$ cat config.mk
export PLATFORM = sky130hd
export DESIGN_NAME = dcache
export DESIGN_NICKNAME = d
export VERILOG_FILES = /design/src/rtl/dcache.sv
export SDC_FILE = /design/constraint.sdc
export NUM_CORES = 2
export LEC_CHECK = 0
export ABC_CLOCK_PERIOD_IN_PS = 8600
export BUFFER_PORTS_ARGS = -buffer_cell sky130_fd_sc_hd__buf_2
export CAP_MARGIN = 20
export CORE_MARGIN = 3
export CORE_UTILIZATION = 45
export DETAILED_ROUTE_END_ITERATION = 16
export GPL_TIMING_DRIVEN = 0
export HOLD_SLACK_MARGIN = 0.06
export SYNTH_ARGS = -nofsm -noshare
export SYNTH_HDL_FRONTEND = slang
export SYNTH_SLANG_ARGS = --single-unit
$ cat constraint.sdc
create_clock -name clk_i -period 8.6 [get_ports clk_i]
set_input_delay 2.15 -clock clk_i [delete_from_list [all_inputs] [get_ports clk_i]]
set_output_delay 2.15 -clock clk_i [all_outputs]
set_load 0.005 [all_outputs]
$ cat src/rtl/dcache.sv
// Direct-mapped, write-back / write-allocate data cache. Misses evict a dirty
// victim beat by beat, then refill the line in beat order before the held request hits.
module dcache #(
  parameter int INDEX_BITS = 4,
  parameter int WORD_BITS  = 2
) (
  input  logic        clk_i,
  input  logic        rst_ni,
  input  logic        dcen_i,
  input  logic        memwrite_i,
  input  logic [31:0] addr_i,
  input  logic [31:0] wdata_i,
  output logic [31:0] rdata_o,
  output logic        dhit_o,
  output logic        mem_req_o,
  output logic        mem_we_o,
  output logic [31:0] mem_addr_o,
  output logic [31:0] mem_wdata_o,
  input  logic [31:0] mem_rdata_i,
  input  logic        mem_ready_i
);

  localparam int LINES    = 1 << INDEX_BITS;
  localparam int WORDS    = 1 << WORD_BITS;
  localparam int TAG_BITS = 30 - INDEX_BITS - WORD_BITS;
  localparam logic [WORD_BITS-1:0] LAST_BEAT = WORD_BITS'(WORDS - 1);
  localparam logic [WORD_BITS-1:0] ONE_BEAT  = WORD_BITS'(1);

  typedef enum logic [1:0] {
    IDLE      = 2'd0,
    WRITEBACK = 2'd1,
    REFILL    = 2'd2
  } state_e;

  state_e                state_q, state_d;
  logic [WORD_BITS-1:0]  beat_q, beat_d;
  logic [TAG_BITS-1:0]   miss_tag_q, miss_tag_d;
  logic [INDEX_BITS-1:0] miss_idx_q, miss_idx_d;
  logic [LINES-1:0]      valid_q, valid_d;
  logic [LINES-1:0]      dirty_q, dirty_d;

  logic [TAG_BITS-1:0]   tag_q  [LINES];
  logic [31:0]           data_q [LINES][WORDS];

  logic [TAG_BITS-1:0]   req_tag_s;
  logic [INDEX_BITS-1:0] req_idx_s;
  logic [WORD_BITS-1:0]  req_word_s;
  logic                  hit_s;
  logic                  data_we_s;
  logic [INDEX_BITS-1:0] data_idx_s;
  logic [WORD_BITS-1:0]  data_word_s;
  logic [31:0]           data_wdata_s;
  logic                  tag_we_s;
  logic                  unused_addr_s;

  assign req_tag_s     = addr_i[31 -: TAG_BITS];
  assign req_idx_s     = addr_i[WORD_BITS+2 +: INDEX_BITS];
  assign req_word_s    = addr_i[2 +: WORD_BITS];
  assign unused_addr_s = ^addr_i[1:0];
  assign hit_s         = valid_q[req_idx_s] && (tag_q[req_idx_s] == req_tag_s);

  // State register and line status bits; reset aborts any transfer in flight.
  always_ff @(posedge clk_i or negedge rst_ni) begin
    if (!rst_ni) begin
      state_q    <= IDLE;
      beat_q     <= '0;
      miss_tag_q <= '0;
      miss_idx_q <= '0;
      valid_q    <= '0;
      dirty_q    <= '0;
    end else begin
      state_q    <= state_d;
      beat_q     <= beat_d;
      miss_tag_q <= miss_tag_d;
      miss_idx_q <= miss_idx_d;
      valid_q    <= valid_d;
      dirty_q    <= dirty_d;
    end
  end

  // Tag and data storage carry no reset; valid bits qualify their contents.
  always_ff @(posedge clk_i) begin
    if (data_we_s) begin
      data_q[data_idx_s][data_word_s] <= data_wdata_s;
    end
    if (tag_we_s) begin
      tag_q[miss_idx_q] <= miss_tag_q;
    end
  end

  // Next-state logic and the single array write port.
  always_comb begin
    state_d      = state_q;
    beat_d       = beat_q;
    miss_tag_d   = miss_tag_q;
    miss_idx_d   = miss_idx_q;
    valid_d      = valid_q;
    dirty_d      = dirty_q;
    data_we_s    = 1'b0;
    data_idx_s   = req_idx_s;
    data_word_s  = req_word_s;
    data_wdata_s = wdata_i;
    tag_we_s     = 1'b0;
    case (state_q)
      IDLE: begin
        if (dcen_i && hit_s) begin
          if (memwrite_i) begin
            data_we_s          = 1'b1;
            dirty_d[req_idx_s] = 1'b1;
          end else begin
            data_we_s = 1'b0;
          end
        end else if (dcen_i) begin
          miss_tag_d = req_tag_s;
          miss_idx_d = req_idx_s;
          beat_d     = '0;
          if (valid_q[req_idx_s] && dirty_q[req_idx_s]) begin
            state_d = WRITEBACK;
          end else begin
            state_d = REFILL;
          end
        end else begin
          state_d = IDLE;
        end
      end
      WRITEBACK: begin
        if (mem_ready_i) begin
          if (beat_q == LAST_BEAT) begin
            state_d = REFILL;
            beat_d  = '0;
          end else begin
            beat_d = beat_q + ONE_BEAT;
          end
        end else begin
          beat_d = beat_q;
        end
      end
      REFILL: begin
        if (mem_ready_i) begin
          data_we_s    = 1'b1;
          data_idx_s   = miss_idx_q;
          data_word_s  = beat_q;
          data_wdata_s = mem_rdata_i;
          if (beat_q == LAST_BEAT) begin
            // Line becomes valid only once every beat has landed.
            tag_we_s            = 1'b1;
            valid_d[miss_idx_q] = 1'b1;
            dirty_d[miss_idx_q] = 1'b0;
            state_d             = IDLE;
            beat_d              = '0;
          end else begin
            beat_d = beat_q + ONE_BEAT;
          end
        end else begin
          beat_d = beat_q;
        end
      end
      default: begin
        state_d = IDLE;
        beat_d  = '0;
      end
    endcase
  end

  // Outputs: CPU hit path is zero-wait; memory port is decoded from registered state.
  always_comb begin
    dhit_o      = !dcen_i || ((state_q == IDLE) && hit_s);
    rdata_o     = data_q[req_idx_s][req_word_s];
    mem_req_o   = 1'b0;
    mem_we_o    = 1'b0;
    mem_addr_o  = 32'h0000_0000;
    mem_wdata_o = 32'h0000_0000;
    case (state_q)
      WRITEBACK: begin
        mem_req_o   = 1'b1;
        mem_we_o    = 1'b1;
        mem_addr_o  = {tag_q[miss_idx_q], miss_idx_q, beat_q, 2'b00};
        mem_wdata_o = data_q[miss_idx_q][beat_q];
      end
      REFILL: begin
        mem_req_o  = 1'b1;
        mem_addr_o = {miss_tag_q, miss_idx_q, beat_q, 2'b00};
      end
      default: begin
        mem_req_o = 1'b0;
      end
    endcase
  end

endmodule
==> flow_metrics.env <==
export IMPL_largest_cells_by_area_after_synthesis="edfxtp_1 63%, mux4_2 30%, dfrtp_1 1.4%, clkbuf_1 0.86%, mux2i_1 0.77%"
export IMPL_clk_insertion_delay_late_ns=0.94
export IMPL_status="complete, but fails checks"
export IMPL_finalWeightedCongestion=0.9452
export IMPL_postSynthAreaPerCell_um2=22.26
export IMPL_dr_max_layer_used="met5"
export IMPL_io_pins=200
export IMPL_layout_cells_most_common="edfxtp_1"
export IMPL_cts_max_level=5
export IMPL_synth_cell_area_um2=115900
export IMPL_drt_vias_per_instance=7.084
export IMPL_final_core_utilization=0.5330
export IMPL_power_density_cell_area_nw_per_um2=296.6
export IMPL_die_width_um=513.5
export IMPL_max_stage_delay_ns=0.63
export IMPL_synth_enable_flop_cells=2432
export IMPL_routedWlPerCell_um=44.55
export IMPL_layout_nets=6056
export IMPL_most_common_flop_cell_mapped_by_yosys="edfxtp_1"
export IMPL_path_cells="buf_2 -> clkbuf_1 -> clkbuf_2 -> clkbuf_2 -> clkbuf_4 -> clkbuf_1 -> buf_8 -> mux4_2 -> mux4_2 -> buf_2"
export IMPL_count_of_endpoints_failing_setup_in_the_final_report=7
export IMPL_syn_instance_count=5207
export IMPL_critPathSlowestCell="mux4_2"
export IMPL_worst_endpoint_arrival_ns=6.48
export IMPL_dr_total_vias=67620
export IMPL_synth_seq_cells=2496
export IMPL_cts_sink_count=2496
export IMPL_cts_post_setup_buffers_inserted=0
export IMPL_reg2reg_setup_slack_ns=2.26
export IMPL_grt_ovfl_total=0
export IMPL_detail_route_antenna_nets=0
export IMPL_drt_wl_total_um=425200
export IMPL_hold_violations=0
export IMPL_yosysSeqAreaShare=0.6439
export IMPL_yosys_cell_types_count=76
export IMPL_grt_first_pass_wirelength_um=573700
export IMPL_worstMarginPinSlew_ns=1.458
export IMPL_clock_tree_from_tritoncts="yes"
export IMPL_failing_checks="setup timing"
export IMPL_cp_num_buf_inv=8
export IMPL_synth_top_cell_by_area="edfxtp_1"
export IMPL_grt_antenna_before_repair=59
export IMPL_vdd_ir_drop_max_v=0.0002424
export IMPL_post_route_cells_drive_above_1_share=0.4397
export IMPL_timing_worst_setup_path_type="in -> out"
export IMPL_critPathMaxFanout=10
export IMPL_timing_max_cap_violations=0
export IMPL_most_common_layout_cells="2432 x edfxtp_1, 1529 x mux4_2, 299 x clkbuf_16"
export IMPL_core_um2=255100
export IMPL_cts_made_buffers=292
export IMPL_cpLargestDelayFamily="buffers and inverters"
export IMPL_maximum_number_of_pins_on_one_net_before_global_route_repair=65
export IMPL_ys_warn_count=0
export IMPL_timing_max_transition_violations_final=0
export IMPL_critPathCaptureType="output port"
export IMPL_period_minus_slack_ns=8.633
export IMPL_die_area_um2=263700
export IMPL_maxClockFrequency_mhz=115.8
export IMPL_floorplan_initialDensity=0.4544
export IMPL_detail_route_wirelength_met1_um=155300
export IMPL_dieHeight_um=513.5
export IMPL_critical_path_required_ns=6.45
export IMPL_route_detailed_drc=0
export IMPL_crit_path_start_kind="primary input"
export IMPL_synth_top_area_share=0.6301
export IMPL_fin_crit_sh=1.004
export IMPL_clk_root_buffer_cell="clkbuf_16"
export IMPL_cts_buffer_depth=4
export IMPL_layout_overhead_on_the_synthesized_area_pct=17.30
export IMPL_met2RoutedLength_um=190700
export IMPL_placement_rows=185
export IMPL_postLayoutSetupSlackWorst_ns=-0.03285
export IMPL_path_clk_slew_ns=0.06
export IMPL_input_output_buffers=191
export IMPL_place_detailed_hpwl_um=307100
export IMPL_fin_worst_hold_slack_ns=0.4654
export IMPL_p_leak_nw=43.15
export IMPL_slew_limit_headroom=0.02796
export IMPL_1st_pass_router_iterations=8
export IMPL_grt_pass1_vias=66840
export IMPL_postSynth_asyncResetShare=0.02564
export IMPL_drt_iter0_drc=10940
export IMPL_grt_total_usage=0.3225
export IMPL_min_path_type="reg -> reg"
export IMPL_clock_tree_skew_after_final_layout_ns=0.05163
export IMPL_route_met3_wl_um=53090
per-layer routing:
metal  track usage  vias to the layer above
met5             0                        -
met4        0.1606                       28
met3       0.09127                      968
met2        0.4799                     4857
met1        0.4399                    37040
li1              -                    24730
kinds of logic (layout without fill, tap and decap cells):
kind of cell / Yosys count / count (layout) / synth area share
flip-flops: 2496 / 2496 / 0.6439
AND/OR/NAND/NOR: 407 / 407 / 0.01675
multiplexers: 1666 / 1666 / 0.3104
other: 1 / 32 / 0.00003235
adder cells (fa/ha/maj): 4 / 4 / 0.0004318
AO/OA/AOI/OAI: 188 / 188 / 0.01187
buffers and inverters: 429 / 1370 / 0.01539
XOR/XNOR: 16 / 16 / 0.001209
registers in the layout, summed over array words and instances, names as in the netlist:
signal and flops:
miss_idx_q 4, valid_q 16, data_q 2048, beat_q 2, dirty_q 16, miss_tag_q 24
tag_q 384, state_q 2
worst reg2reg max path, delay by kind of cell, from the launching register on:
family	cells	cell delay, ns
AO/OA/AOI/OAI	1	0.39
flip-flops	1	0.49
buffers and inverters	5	3.28
AND/OR/NAND/NOR	3	1.83
worst paths after layout:
check,from,endpoint,depth (start not counted)
worst max-delay path,addr_i[7],rdata_o[28],10
worst min-delay path,valid_q[14],valid_q[14],1
worst max register to register,miss_idx_q[0],data_q[15][22],9
worst min register to register,valid_q[14],valid_q[14],1
max in group asynchronous,rst_ni,dirty_q[7],2
min in group asynchronous,rst_ni,miss_tag_q[16],1
synth_stat cells (18+ instances only):
cell,instances
dfrtp_1,64
nor2_1,94
buf_2,29
and2_1,44
nor2b_1,35
a22oi_1,43
buf_1,90
nand2_1,148
mux4_2,1529
a21oi_1,27
nand3_1,18
inv_1,20
edfxtp_1,2432
mux2_2,34
mux2i_1,89
clkbuf_1,265
power by group:
group	internal [W]	switching (W)
logic	0.00565	0.00798
clock network	0.00693	0.00492
registers	0.0145	0.000347
total	0.0271	0.0132
timing repair:
item,CTS,global route
hold buffers,0,0
endpoints found under the hold margin,0,0
pin swaps,0,0
gates resized for setup,157,17
setup endpoints to repair,33,20
cloned,0,0
area by class of cell:
cell class | count | area, um^2
diodes | 30 | 75.07
plain buffers | 404 | 2022
inverters | 24 | 90.09
repair buffers | 450 | 5839
multi-input cells | 2283 | 40230
flip-flops and latches | 2496 | 74630
clock buffers | 368 | 7741
clock inverters | 124 | 1105
well taps | 3366 | 4212
fillers | 19670 | 119100
stage by stage:
stage	setup TNS, ns	power (W)	worst slack [ns]	instances	area, um^2
finish	-0.09486	0.04032	-0.03285	9545	136000
global route	-0.01457	0.04117	-0.01457	9526	135900
CTS	0	0.04015	0.00006883	9502	135700
detailed placement	-69.10	0.02842	-1.693	9010	126500
global placement	-4396.86	0.02751	-2.959	8765	121100
floorplan	0	0.02216	1.073	5208	115900
Note: power is estimated with default switching activity, not from simulation.
